==> config.mk <==
export PLATFORM = sky130hd
export DESIGN_NAME = ieee_adder_arbiter
export DESIGN_NICKNAME = d
export VERILOG_FILES = /design/src/rtl/ieee_adder_arbiter.sv
export SDC_FILE = /design/constraint.sdc
export NUM_CORES = 1
export LEC_CHECK = 0
export BUFFER_PORTS_ARGS = -buffer_cell sky130_fd_sc_hd__buf_2
export CORE_AREA = 3 3 165 167
export CTS_CLUSTER_SIZE = 40
export DETAILED_ROUTE_END_ITERATION = 10
export DIE_AREA = 0 0 168 170
export HOLD_SLACK_MARGIN = 0.08
export PLACE_DENSITY = 0.56
export REMOVE_ABC_BUFFERS = 1
export SLEW_MARGIN = 25
export SYNTH_ARGS = -nofsm -noshare
export SYNTH_HDL_FRONTEND = slang
export SYNTH_SLANG_ARGS = --single-unit
==> constraint.sdc <==
create_clock -name clk -period 2.1 [get_ports clk]
set_input_delay 0.21 -clock clk [delete_from_list [all_inputs] [get_ports clk]]
set_output_delay 0.21 -clock clk [all_outputs]
set_load 0.03 [all_outputs]
==> src/rtl/ieee_adder_arbiter.sv <==
// Round-robin arbiter that shares one single-precision adder core among NUM_REQ clients.
// A tag pipeline the depth of the core latency routes each result back to its owner.
module ieee_adder_arbiter #(
  parameter int NUM_REQ = 4,
  parameter int ADD_LAT = 0,
  parameter int CNT_W   = 16
) (
  input  logic                  clk,
  input  logic                  reset,
  input  logic [NUM_REQ-1:0]    req_valid,
  output logic [NUM_REQ-1:0]    req_ready,
  input  logic [32*NUM_REQ-1:0] req_a,
  input  logic [32*NUM_REQ-1:0] req_b,
  input  logic [NUM_REQ-1:0]    req_sub,
  output logic                  add_valid,
  output logic [31:0]           add_a,
  output logic [31:0]           add_b,
  output logic                  add_sub,
  input  logic [31:0]           add_result,
  output logic [NUM_REQ-1:0]    resp_valid,
  output logic [31:0]           resp_result,
  output logic                  busy,
  output logic [CNT_W-1:0]      ops_done
);

  localparam int ID_W = (NUM_REQ > 1) ? $clog2(NUM_REQ) : 1;
  localparam int LAST = ADD_LAT;

  logic [ID_W-1:0]    rr_ptr;
  logic [NUM_REQ-1:0] pending;
  logic [NUM_REQ-1:0] eligible;
  logic               win_found;
  logic [ID_W-1:0]    win_id;
  logic               accept;
  logic [NUM_REQ-1:0] accept_onehot;
  logic [NUM_REQ-1:0] resp_onehot;
  logic [ADD_LAT:0]   tag_valid;
  logic [ID_W-1:0]    tag_id [ADD_LAT+1];

  // Client index base+off, wrapped into 0..NUM_REQ-1 (off is at most NUM_REQ-1).
  function automatic logic [ID_W-1:0] wrap_inc(input logic [ID_W-1:0] base, input int off);
    int sum;
    sum = int'(base) + off;
    if (sum >= NUM_REQ) sum = sum - NUM_REQ;
    return ID_W'(sum);
  endfunction

  // NOTE: combinational blocks use blocking assignments and give every output a
  // default before any condition, so no latch can be inferred.
  always_comb begin
    eligible  = req_valid & ~pending;
    win_found = 1'b0;
    win_id    = '0;
    for (int off = 0; off < NUM_REQ; off++) begin
      if (!win_found && eligible[wrap_inc(rr_ptr, off)]) begin
        win_found = 1'b1;
        win_id    = wrap_inc(rr_ptr, off);
      end
    end
  end

  assign accept = win_found && !reset;

  always_comb begin
    accept_onehot = '0;
    resp_onehot   = '0;
    if (accept) accept_onehot[win_id] = 1'b1;
    if (tag_valid[LAST]) resp_onehot[tag_id[LAST]] = 1'b1;
  end

  assign req_ready = accept_onehot;
  assign busy      = |pending;

  // NOTE: sequential state uses non-blocking assignments so every register
  // samples pre-edge values regardless of statement order.
  always_ff @(posedge clk) begin
    if (reset) begin
      add_valid   <= 1'b0;
      add_a       <= '0;
      add_b       <= '0;
      add_sub     <= 1'b0;
      resp_valid  <= '0;
      resp_result <= '0;
      ops_done    <= '0;
      rr_ptr      <= '0;
      pending     <= '0;
      tag_valid   <= '0;
    end else begin
      add_valid <= accept;
      if (accept) begin
        add_a   <= req_a[32*win_id +: 32];
        add_b   <= req_b[32*win_id +: 32];
        add_sub <= req_sub[win_id];
        rr_ptr  <= wrap_inc(win_id, 1);
      end

      tag_valid[0] <= accept;
      for (int i = 1; i <= ADD_LAT; i++) tag_valid[i] <= tag_valid[i-1];

      // Pending set and clear never hit the same client: a pending client is never eligible.
      resp_valid <= resp_onehot;
      pending    <= (pending & ~resp_onehot) | accept_onehot;
      if (tag_valid[LAST]) begin
        resp_result <= add_result;
        ops_done    <= ops_done + CNT_W'(1);
      end
    end
  end

  // NOTE: tag ids are storage qualified by tag_valid, so they carry no reset.
  always_ff @(posedge clk) begin
    if (accept) tag_id[0] <= win_id;
    for (int i = 1; i <= ADD_LAT; i++) tag_id[i] <= tag_id[i-1];
  end

endmodule

==> results.md, run 1 <==
- Top_reg_cell synth: dfxtp_1
- Multi-input logic area: 4490 um2
- Max-Cap Viols: 0
- Setup CP Type: register to primary output
- Switching Share: 0.428
- I/O pins: 421
- Psw: 0.00606 W
- Final hold vios: 0
- Sequential cell area: 2550 um2
- First-pass GRT wire length: 47.1 mm
- Hold WC Path Type: primary input to register
- Via count: 8,311
- Power density over the cells: 1210 nW/um2
- Yosys cell types: 41
- Worst-path clk slew: 0.06 ns
- Worst-Skew Late Latency: 0.42 ns
- Min Tclk post-route: 2.17 ns
- Crit Reg-Reg Startpoint: pending[3]$_SDFF_PP0_
- Status: finished, violations left
- Busiest grt layer: met2
- Least-Margin Pin Slew: 0.637 ns
- CTS tree: built
- Peak VDD IR: 0.000524 V
- Setup crit end kind: primary output
- Final ANT Viol Nets: 0
- RSZ-0062 raised after global routing: true
- Routability cong.: 0.884
- Pre-CTS setup slack: -0.216 ns
- Placed instance count: 1,529
- Root Buffer: clkbuf_16
- Clk buf depth: 2
- Starting DRT DRC Count: 502
- Failing checks: negative setup slack
- CP Launch Type: register
- CP max FO: 5
- Total iterations of the first detailed-routing run: 4
- Avg WL per Cell: 19.6 um
- Filler instances: 2,494
- H-tree depth: 4
- Final WS setup: -0.0710 ns
- Fmax: 461 MHz
- WP data arrival: 1.96 ns
- Register area share after synthesis: 0.369
- Internal: 0.00811 W
- Max-Slew Margin vs Limit: 0.564
- Die area: 28,600 um2
- Mean post-synth cell area: 8.84 um2
- FF+latch count, synth: 126
- R2R depth: 9
- Worst setup path endpoint: req_ready[3]
- FFs w/ async S/R, synth: 0
- Post-synth EDFFs: 2
- Total gr overflow: 0
- Worst setup path startpoint: pending[3]$_SDFF_PP0_
- Final Cycle Share: 1.03
- Initial antenna violation count: 7
- Setup TNS: -0.174 ns
- CTS Sinks: 126
- Die Height: 170 um
- Final setup vio count: 5
- Syn Std Cell Area: 6890 um2
- Met3 usage: 0.0467
- Overall die width: 168 um
- Vias in the first global route: 8,260
- Largest net degree at the start of global routing: 124
- Initial Util: 0.266
- Leakage: 5.40 nW
- Nets: 1,567
- Cells after Synth: 779
- Most frequent cells in the layout: buf_2, nor2_1, dfxtp_1
- Sequential share of power: 0.228
- Routed WL: 31.8 mm
- Residual DRC: 0
- CTS Buf Count: 17
- Core ar.: 25,900 um2
- Finished Layout Cells: 1,619
- Worst hold slack: 0.138 ns
- Cells along the critical path: nor2b_4 -> buf_6 -> o221ai_4 -> a21o_4 -> buf_12 -> buf_8 -> nor3b_2 -> buf_4
- Number of vias per cell: 5.13
- R2r setup slk: -0.02 ns
- Clock Power Share: 0.213
- DP Wirelength: 21.8 mm
- Required @ worst endpoint: 1.89 ns
- M1 GR Usage: 0.269
- Combinational power share: 0.560
- YS warnings: 0
- Max Clock Skew: 0.0101 ns
- IO Port Bufs: 420
- Reg2Reg Capture Point: add_a[2]$_SDFFE_PP0P_
- Slowest cell on the critical path: dfxtp_2
- Row cnt: 59
- Area grow syn2layout: 70.2%
- Grt met2 use: 0.340
- Total track usage: 0.208
- Fin. max-slew vios: 0
- Final Util: 0.452
- Most common cell after layout, fill and taps aside: buf_2
- CP peak stage delay: 0.34 ns
- Share of layout cells above drive strength 1: 0.507
-- layer usage --
metal / share of wire / wire length [um]
met5: 0.0020 / 63
met4: 0.031 / 973
met3: 0.060 / 1910
met2: 0.48 / 15200
met1: 0.43 / 13600
-- kinds of logic after synthesis --
| group | Yosys count | share of synthesized area |
|---|---|---|
| simple gates | 163 | 0.102 |
| fa+ha+maj | 1 | 0.00182 |
| compound gates | 277 | 0.301 |
| mux | 98 | 0.142 |
| flops | 126 | 0.369 |
| xor+xnor | 14 | 0.0178 |
| buf+inv | 100 | 0.0650 |
-- layout make-up --
cell class,instances,share of cell area
inverters,7,0.00246
multi-input cells,553,0.383
repair buffers,563,0.310
diodes,3,0.000641
well taps,335,0.0358
clock buffers,18,0.0375
clock inverters,14,0.0126
flip-flops and latches,126,0.218
-- synthesized netlist by cell type (all sizes together) (2+ instances only) --
| master | instances | area [um2] |
|---|---|---|
| nor3b | 2 | 15.0 |
| a22oi | 2 | 15.0 |
| or4 | 2 | 15.0 |
| a2111oi | 130 | 1290 |
| nand4 | 5 | 31.3 |
| inv | 7 | 26.3 |
| or3 | 2 | 12.5 |
| nor2 | 120 | 450 |
| nor3 | 4 | 20.0 |
| a21o | 2 | 15.0 |
| and3 | 3 | 18.8 |
| nor2b | 4 | 27.5 |
| dfxtp | 124 | 2480 |
| xor2 | 11 | 96.3 |
| edfxtp | 2 | 60.1 |
| o21ai | 68 | 340 |
| a21oi | 68 | 340 |
| buf | 31 | 189 |
| mux2i | 98 | 981 |
| clkbuf | 62 | 233 |
| xnor2 | 3 | 26.3 |
| o21ba | 3 | 30.0 |
| o221ai | 2 | 30.0 |
| nand2b | 4 | 27.5 |
| nand3 | 6 | 30.0 |
| nand2 | 7 | 26.3 |
-- stage by stage --
step	power [W]	area, um2
2_1_floorplan	0.00591	6470
3_3_place_gp	0.00956	9830
3_5_place_dp	0.00958	9830
4_1_cts	0.0136	11300
5_1_grt	0.0149	11700
6_report	0.0142	11700
-- worst max-delay path, delay by kind of cell (launching register included) --
kind,cells,cell delay [ns]
compound gates,2,0.36
buf+inv,4,0.57
simple gates,2,0.28
flops,1,0.34
-- registers in the layout (all words and copies together) (netlist names) --
register     cells
rr_ptr           2
ops_done        16
tag_valid        1
tag_id           2
pending          4
resp_valid       4
add_b           32
add_sub          1
resp_result     32
add_a           32
-- how the worst min path moves through the flow --
| stage | start | depth (start not counted) | endpoint |
|---|---|---|---|
| finish | req_a[97] | 3 | add_a[1]$_SDFFE_PP0P_ |
| CTS | req_a[97] | 3 | add_a[1]$_SDFFE_PP0P_ |
| detailed placement | add_result[4] | 3 | resp_result[4]$_SDFFE_PP0P_ |
| floorplan | reset | 1 | ops_done[15]$_SDFFE_PP0P_ |
| global route | req_a[97] | 3 | add_a[1]$_SDFFE_PP0P_ |
| global placement | add_result[1] | 3 | resp_result[1]$_SDFFE_PP0P_ |
-- power groups by stage --
stage	clock network, W	logic (W)	registers, W
floorplan	0	0.00211	0.00380
global placement	0	0.00631	0.00326
detailed placement	0	0.00633	0.00325
CTS	0.00310	0.00730	0.00322
global route	0.00320	0.00840	0.00328
finish	0.00302	0.00792	0.00322
-- timing repair --
item                                    4_1_cts  5_1_grt
resized for setup                            80       91
setup buffers                                18        0
pin swaps                                    22       37
hold buffers                                 32        0
gates cloned                                  4        2
endpoints found under the setup margin       44       68
endpoints found under the hold margin        32        0
(Power assumes the default switching activity.)
==> run 2, diff against run 1 <==
--- a/config.mk
+++ b/config.mk
@@ -12,7 +12,6 @@
 export DIE_AREA = 0 0 168 170
 export HOLD_SLACK_MARGIN = 0.08
 export PLACE_DENSITY = 0.56
-export REMOVE_ABC_BUFFERS = 1
 export SLEW_MARGIN = 25
 export SYNTH_ARGS = -nofsm -noshare
 export SYNTH_HDL_FRONTEND = slang
==> run 2 against run 1 <==
The flow still finishes with violations (negative setup slack). Register-to-register slack worse by 0.03 ns. Via count is 1.1% lower. Final cell count is 1.9% lower. Die area stayed put. Global-route usage is 0.25 points lower. Non-clock buffer count is 28 lower. Sequential cell count stayed put. Clock power hardly changed. Critical endpoint is now add_b[29]$_SDFFE_PP0P_.
==> results.md, run 2 (synthesis gave the netlist of run 1 again) <==
- Worst-path clk slew: 0.07 ns
- Setup CP Type: register to register
- Hold Crit Depth: 3
- Status: finished, violations left
- Reg2Reg Capture Point: add_b[29]$_SDFFE_PP0P_
- Final Cycle Share: 1.02
- Required @ worst endpoint: 2.37 ns
- Worst-Skew Late Latency: 0.42 ns
- CP peak stage delay: 0.44 ns
- Via count: 8,219
- Total track usage: 0.205
- Die area: 28,600 um2
- Crit Reg-Reg Startpoint: pending[3]$_SDFF_PP0_
- Placed cell areas: 9650 um2
- Max Clock Skew: 0.0140 ns
- Hold WC Path Type: primary input to register
- Slowest cell on the critical path: a2111oi_2
- Power density over the cells: 1200 nW/um2
- Least-Margin Pin Slew: 0.751 ns
- First-pass GRT wire length: 46.1 mm
- Total gr overflow: 0
- Final hold vios: 0
- R2r setup slk: -0.05 ns
- CTS Buf Count: 17
- CTS tree: built
- Hold_sp: req_b[87]
- Overall die width: 168 um
- Largest regs: add_a (32), add_b (32), resp_result (32)
- Residual DRC: 0
- Clk buf depth: 2
- Syn_nets: 1,078
- Share of layout cells above drive strength 1: 0.485
- DP Wirelength: 21.8 mm
- Final WS setup: -0.0452 ns
- Core ar.: 25,900 um2
- Filler instances: 2,580
- Fin. max-slew vios: 0
- R2R depth: 9
- IO Port Bufs: 420
- Final ANT Viol Nets: 0
- Min Tclk post-route: 2.15 ns
- Avg WL per Cell: 20.3 um
- CP Launch Type: register
- RSZ-0062 raised after global routing: true
- CTS Sinks: 126
- Hold Path Sink: add_b[23]$_SDFFE_PP0P_
- WP data arrival: 2.41 ns
- Leakage: 5.26 nW
- Fmax: 466 MHz
- Initial antenna violation count: 2
- CP Buf/Inv Count: 4
- Placed instance count: 1,504
- Largest net degree at the start of global routing: 124
- Total iterations of the first detailed-routing run: 5
- CP max FO: 30
- Max-Cap Viols: 0
- Starting DRT DRC Count: 597
- Row cnt: 59
- CP top delay family: compound AO/OA/AOI/OAI gates
- Cells along the critical path: nor2b_4 -> buf_6 -> o221ai_4 -> a21o_4 -> buf_4 -> buf_12 -> buf_4 -> a2111oi_2 -> a2111oi_2
- Failing checks: negative setup slack
- Most frequent cells in the layout: buf_2, nor2_1, dfxtp_1
- Root Buffer: clkbuf_16
- Most common cell after layout, fill and taps aside: buf_2
- Number of vias per cell: 5.17
- Post-layout total power: 0.0135 W
- Final Cell Area: 11,300 um2
- I/O pins: 421
- Max-Slew Margin vs Limit: 0.500
- Finished Layout Cells: 1,589
- H-tree depth: 4
- Setup crit end kind: register
- Final Util: 0.435
- Final setup vio count: 2
- Peak VDD IR: 0.000435 V
- Die Height: 170 um
- Vias in the first global route: 7,835
- Routability cong.: 0.811
- Initial Util: 0.266
- Routed WL: 32.2 mm
- Area grow syn2layout: 63.6%
- Nets: 1,539
run 2: cell types whose count changed in the layout (fill, tap and decap cells not counted), moves of 7 or more:
cell,before,now
buf_4,74,53
a2111oi_4,16,2
a2111oi_0,20,32
buf_6,23,12
a2111oi_2,34,43
a2111oi_1,60,53
run 2: worst max path at each step:
stage	startpoint	endpoint	depth (start not counted)
final	pending[3]$_SDFF_PP0_	add_b[29]$_SDFFE_PP0P_	9
after CTS	pending[3]$_SDFF_PP0_	req_ready[1]	7
after global placement	pending[0]$_SDFF_PP0_	add_b[18]$_SDFFE_PP0P_	6
after floorplan	rr_ptr[0]$_SDFFE_PP0P_	req_ready[2]	7
after global routing	pending[1]$_SDFF_PP0_	add_a[15]$_SDFFE_PP0P_	8
after detailed placement	req_valid[3]	add_a[3]$_SDFFE_PP0P_	8
run 2: layer usage:
layer | wire [um] | up-vias | GRT usage | share of wire
met5 | 12 | - | 0 | 0.00037
met4 | 507 | 4 | 0.0491 | 0.016
met3 | 2620 | 31 | 0.0520 | 0.081
met2 | 16000 | 386 | 0.353 | 0.50
met1 | 13100 | 3910 | 0.259 | 0.41
li1 | - | 3888 | - | -
run 2: worst register-to-register path: cells and delay by family, from the launching register on:
family                 cells  cell delay [ns]
AO/OA/AOI/OAI              4             0.90
AND/OR/NAND/NOR            1             0.12
buffers and inverters      4             0.65
flip-flops                 1             0.33
run 2: power by group:
| group | leakage [nW] | total [W] | switching, W | internal [W] |
|---|---|---|---|---|
| Sequential | 1.05 | 0.00323 | 0.000319 | 0.00291 |
| Clock | 0.280 | 0.00300 | 0.00129 | 0.00171 |
| Combinational | 3.93 | 0.00731 | 0.00423 | 0.00308 |
| Total | 5.26 | 0.0135 | 0.00584 | 0.00770 |
run 2: final cells by class:
cell class | count | area, um2 | share of cell area
multi-input combinational | 553 | 4240 | 0.376
timing repair buffer | 535 | 3440 | 0.305
sequential | 126 | 2550 | 0.226
clock buffer | 18 | 439 | 0.0390
tap | 335 | 419 | 0.0372
clock inverter | 14 | 148 | 0.0131
inverter | 7 | 31.3 | 0.00278
antenna | 1 | 2.50 | 0.000222
run 2: metrics by stage:
step / TNS, ns / hold slack, ns / setup WS, ns
4_1_cts: -0.0920 / 0.115 / -0.0378
2_1_floorplan: 0 / 0.357 / 0.00186
5_1_grt: -0.916 / 0.132 / -0.120
3_3_place_gp: -1.54 / 0.441 / -0.163
6_report: -0.0459 / 0.135 / -0.0452
3_5_place_dp: -2.28 / 0.454 / -0.122
run 2: timing repair:
action	in CTS	in global routing
pin swaps	14	27
hold buffers	32	0
setup buffers	10	3
cloned	3	5
setup endpoints to repair	49	66
hold endpoints to repair	32	0
gates resized for setup	40	86
==> run 3, diff against run 2 <==
--- a/config.mk
+++ b/config.mk
@@ -5,13 +5,14 @@
 export SDC_FILE = /design/constraint.sdc
 export NUM_CORES = 1
 export LEC_CHECK = 0
+export ABC_AREA = 1
 export BUFFER_PORTS_ARGS = -buffer_cell sky130_fd_sc_hd__buf_2
-export CORE_AREA = 3 3 165 167
+export CORE_AREA = 3 3 160 162
 export CTS_CLUSTER_SIZE = 40
 export DETAILED_ROUTE_END_ITERATION = 10
-export DIE_AREA = 0 0 168 170
+export DIE_AREA = 0 0 163 165
 export HOLD_SLACK_MARGIN = 0.08
-export PLACE_DENSITY = 0.56
+export PLACE_DENSITY = 0.6
 export SLEW_MARGIN = 25
 export SYNTH_ARGS = -nofsm -noshare
 export SYNTH_HDL_FRONTEND = slang
==> run 3 against run 2 <==
The flow still finishes with violations (negative setup slack). Global-route usage grew 4.1 points. Area after synthesis grew 6.2%. Largest cell class unchanged. Worst setup slack lost 0.16 ns. Routed wire length grew 13%. Clock skew shrank 0.0013 ns. Sequential share of layout area shrank 1.4 points. Sequential cell count is the same.
==> results.md, run 3 <==
- DP Wirelength: 25.4 mm
- Register area share after synthesis: 0.347
- WL met1: 14.6 mm
- CTS Buf Count: 17
- Cell taking the most area after synthesis: dfxtp_1
- Number of vias per cell: 4.98
- Area grow syn2layout: 64.1%
- Syn Std Cell Area: 7320 um2
- Routability cong.: 0.995
- Avg WL per Cell: 17.9 um
- Hold WC Path Type: primary input to register
- Most frequent CP cell: nand2_4
- Most frequent cells in the layout: buf_2, nand2_1, nand3_1
- Yosys cell types: 28
- Largest net degree at the start of global routing: 113
- Failing checks: negative setup slack
- Top_reg_cell synth: dfxtp_1
- Cells along the critical path: buf_6 -> nand2_4 -> nand2_4 -> buf_6 -> nand2_4 -> nand2_4 -> nand4_1 -> nand2_4 -> buf_6 -> nand2_4 -> nor2_4 -> buf_6
- CP max FO: 6
- Count leader, synth: nand2_1
- Final ANT Viol Nets: 0
- FF+latch count, synth: 126
- Final Cycle Share: 1.10
- WP data arrival: 2.09 ns
- FFs w/ async S/R, synth: 0
- Most common cell after layout, fill and taps aside: buf_2
- Final setup vio count: 46
- IO Port Bufs: 420
- Area contributors post-synth: dfxtp_1, nand3_1, nand2_1
- Worst-Skew Late Latency: 0.41 ns
- RSZ-0062 raised after global routing: true
- Fin. max-slew vios: 0
- Slowest cell on the critical path: dfxtp_4
- Final Cell Area: 12,000 um2
- Routed WL: 36.4 mm
- Initial Util: 0.302
- Finished Layout Cells: 2,030
- Residual DRC: 0
- Final Util: 0.495
- R2r setup slk: -0.09 ns
- Vias in the first global route: 9,463
- Final WS setup: -0.205 ns
- Share of the synthesized area in the top cell type: 0.339
- Top cells by count, synth: nand2_1, nand3_1, nor2_1, dfxtp_1, o21ai_0
- CP peak stage delay: 0.42 ns
- Total gr overflow: 0
- Root Buffer: clkbuf_16
- Mean post-synth cell area: 6.06 um2
- Total iterations of the first detailed-routing run: 5
- Setup crit end kind: primary output
- Peak VDD IR: 0.00104 V
- Filler instances: 2,449
- Status: finished, violations left
- Required @ worst endpoint: 1.89 ns
- H-tree depth: 4
- Leakage: 6.28 nW
- Total track usage: 0.246
- Power density over the cells: 1920 nW/um2
- Via count: 10,100
- Overall die width: 163 um
- Post-layout total power: 0.0230 W
- Row cnt: 57
- Cells after Synth: 1,207
- I/O pins: 421
- Post-synth EDFFs: 2
- Syn_nets: 1,506
- Final hold vios: 0
- Starting DRT DRC Count: 815
- Highest routed layer: met5
- Worst-path clk slew: 0.07 ns
- Least-Margin Pin Slew: 0.472 ns
- Max-Slew Margin vs Limit: 0.685
- Nets: 1,988
- Largest regs: add_a (32), add_b (32), resp_result (32)
- Core ar.: 24,200 um2
- Max Clock Skew: 0.0127 ns
- Share of layout cells above drive strength 1: 0.372
- CP Launch Type: register
- Fmax: 434 MHz
- Initial antenna violation count: 7
- WL met3: 3.19 mm
- Die Height: 165 um
- YS warnings: 0
- Setup CP Type: register to primary output
- First-pass GRT wire length: 51.9 mm
- Max-Cap Viols: 0
- Placed cell areas: 10,300 um2
- Die area: 26,900 um2
- Met2 WL post-DR: 17.7 mm
- CTS tree: built
- Min Tclk post-route: 2.30 ns
- Placed instance count: 1,934
- Worst hold slack: 0.123 ns
- Clk buf depth: 2
- CTS Sinks: 126
[run 3: cell types whose count changed in the layout (fill, tap and decap cells not counted), moves of 34 or more]
cell,delta
a21oi_1,-52
nor2_1,+95
o21ai_0,+34
nand2_1,+273
nand3_1,+261
mux2i_1,-95
a2111oi_2,-43
a2111oi_1,-53
[run 3: what timing repair did]
| item | in CTS | in global routing |
|---|---|---|
| buffers inserted | 11 | 9 |
| setup endpoints to repair | 70 | 69 |
| cloned | 2 | 7 |
| pin swaps | 24 | 25 |
| hold buffers | 32 | 0 |
| gates resized for setup | 64 | 58 |
| endpoints found under the hold margin | 32 | 0 |
[run 3: worst max-delay path: cells and delay by family (launching register included)]
family,cells,cell delay (ns)
and+or+nand+nor,8,0.74
buffers and inverters,4,0.54
DFF,1,0.42
[run 3: path summary, 6_finish.rpt]
path                              from                        end  depth (start not counted)
max             rr_ptr[0]$_SDFFE_PP0P_               req_ready[3]                         12
min                         req_b[109]     add_b[13]$_SDFFE_PP0P_                          5
max reg2reg     rr_ptr[0]$_SDFFE_PP0P_     add_a[16]$_SDFFE_PP0P_                         15
min reg2reg  ops_done[12]$_SDFFE_PP0P_  ops_done[12]$_SDFFE_PP0P_                          2
[run 3: logic make-up (layout without fill, tap and decap cells)]
kind of cell | after synthesis | after routing | share of synthesized area
AND/OR/NAND/NOR | 831 | 831 | 0.483
AO/OA/AOI/OAI | 126 | 126 | 0.0876
flip-flops | 126 | 126 | 0.347
buffers and inverters | 123 | 617 | 0.0807
adder cells (fa/ha/maj) | 1 | 1 | 0.00171
other | 0 | 5 | 0
[run 3: final cells by class]
class | count | area [um2] | area share
Antenna cell | 5 | 12.5 | 0.00104
Clock buffer | 18 | 450 | 0.0375
Clock inverter | 13 | 178 | 0.0148
Inverter | 25 | 109 | 0.00907
Multi-Input combinational cell | 958 | 4470 | 0.372
Sequential cell | 126 | 2550 | 0.212
Tap cell | 324 | 405 | 0.0338
Timing Repair Buffer | 561 | 3830 | 0.319
[run 3: power by group]
group / leakage, nW / switching, W / internal, W
registers: 1.05 / 0.000451 / 0.00327
clock network: 0.301 / 0.00128 / 0.00196
logic: 4.92 / 0.00991 / 0.00613
total: 6.28 / 0.0116 / 0.0114
[run 3: through the flow]
step / setup slack, ns / setup TNS [ns]
after detailed placement: -0.134 / -2.80
after global placement: -0.107 / -0.582
after global routing: -0.321 / -11.07
after CTS: -0.194 / -0.851
after floorplan: 0.105 / 0
final: -0.205 / -2.49
[run 3: routing by layer]
layer | GRT usage | up-vias
met5 | 0 | -
met4 | 0.0727 | 6
met3 | 0.0692 | 65
met2 | 0.430 | 471
met1 | 0.295 | 4616
li1 | - | 4942
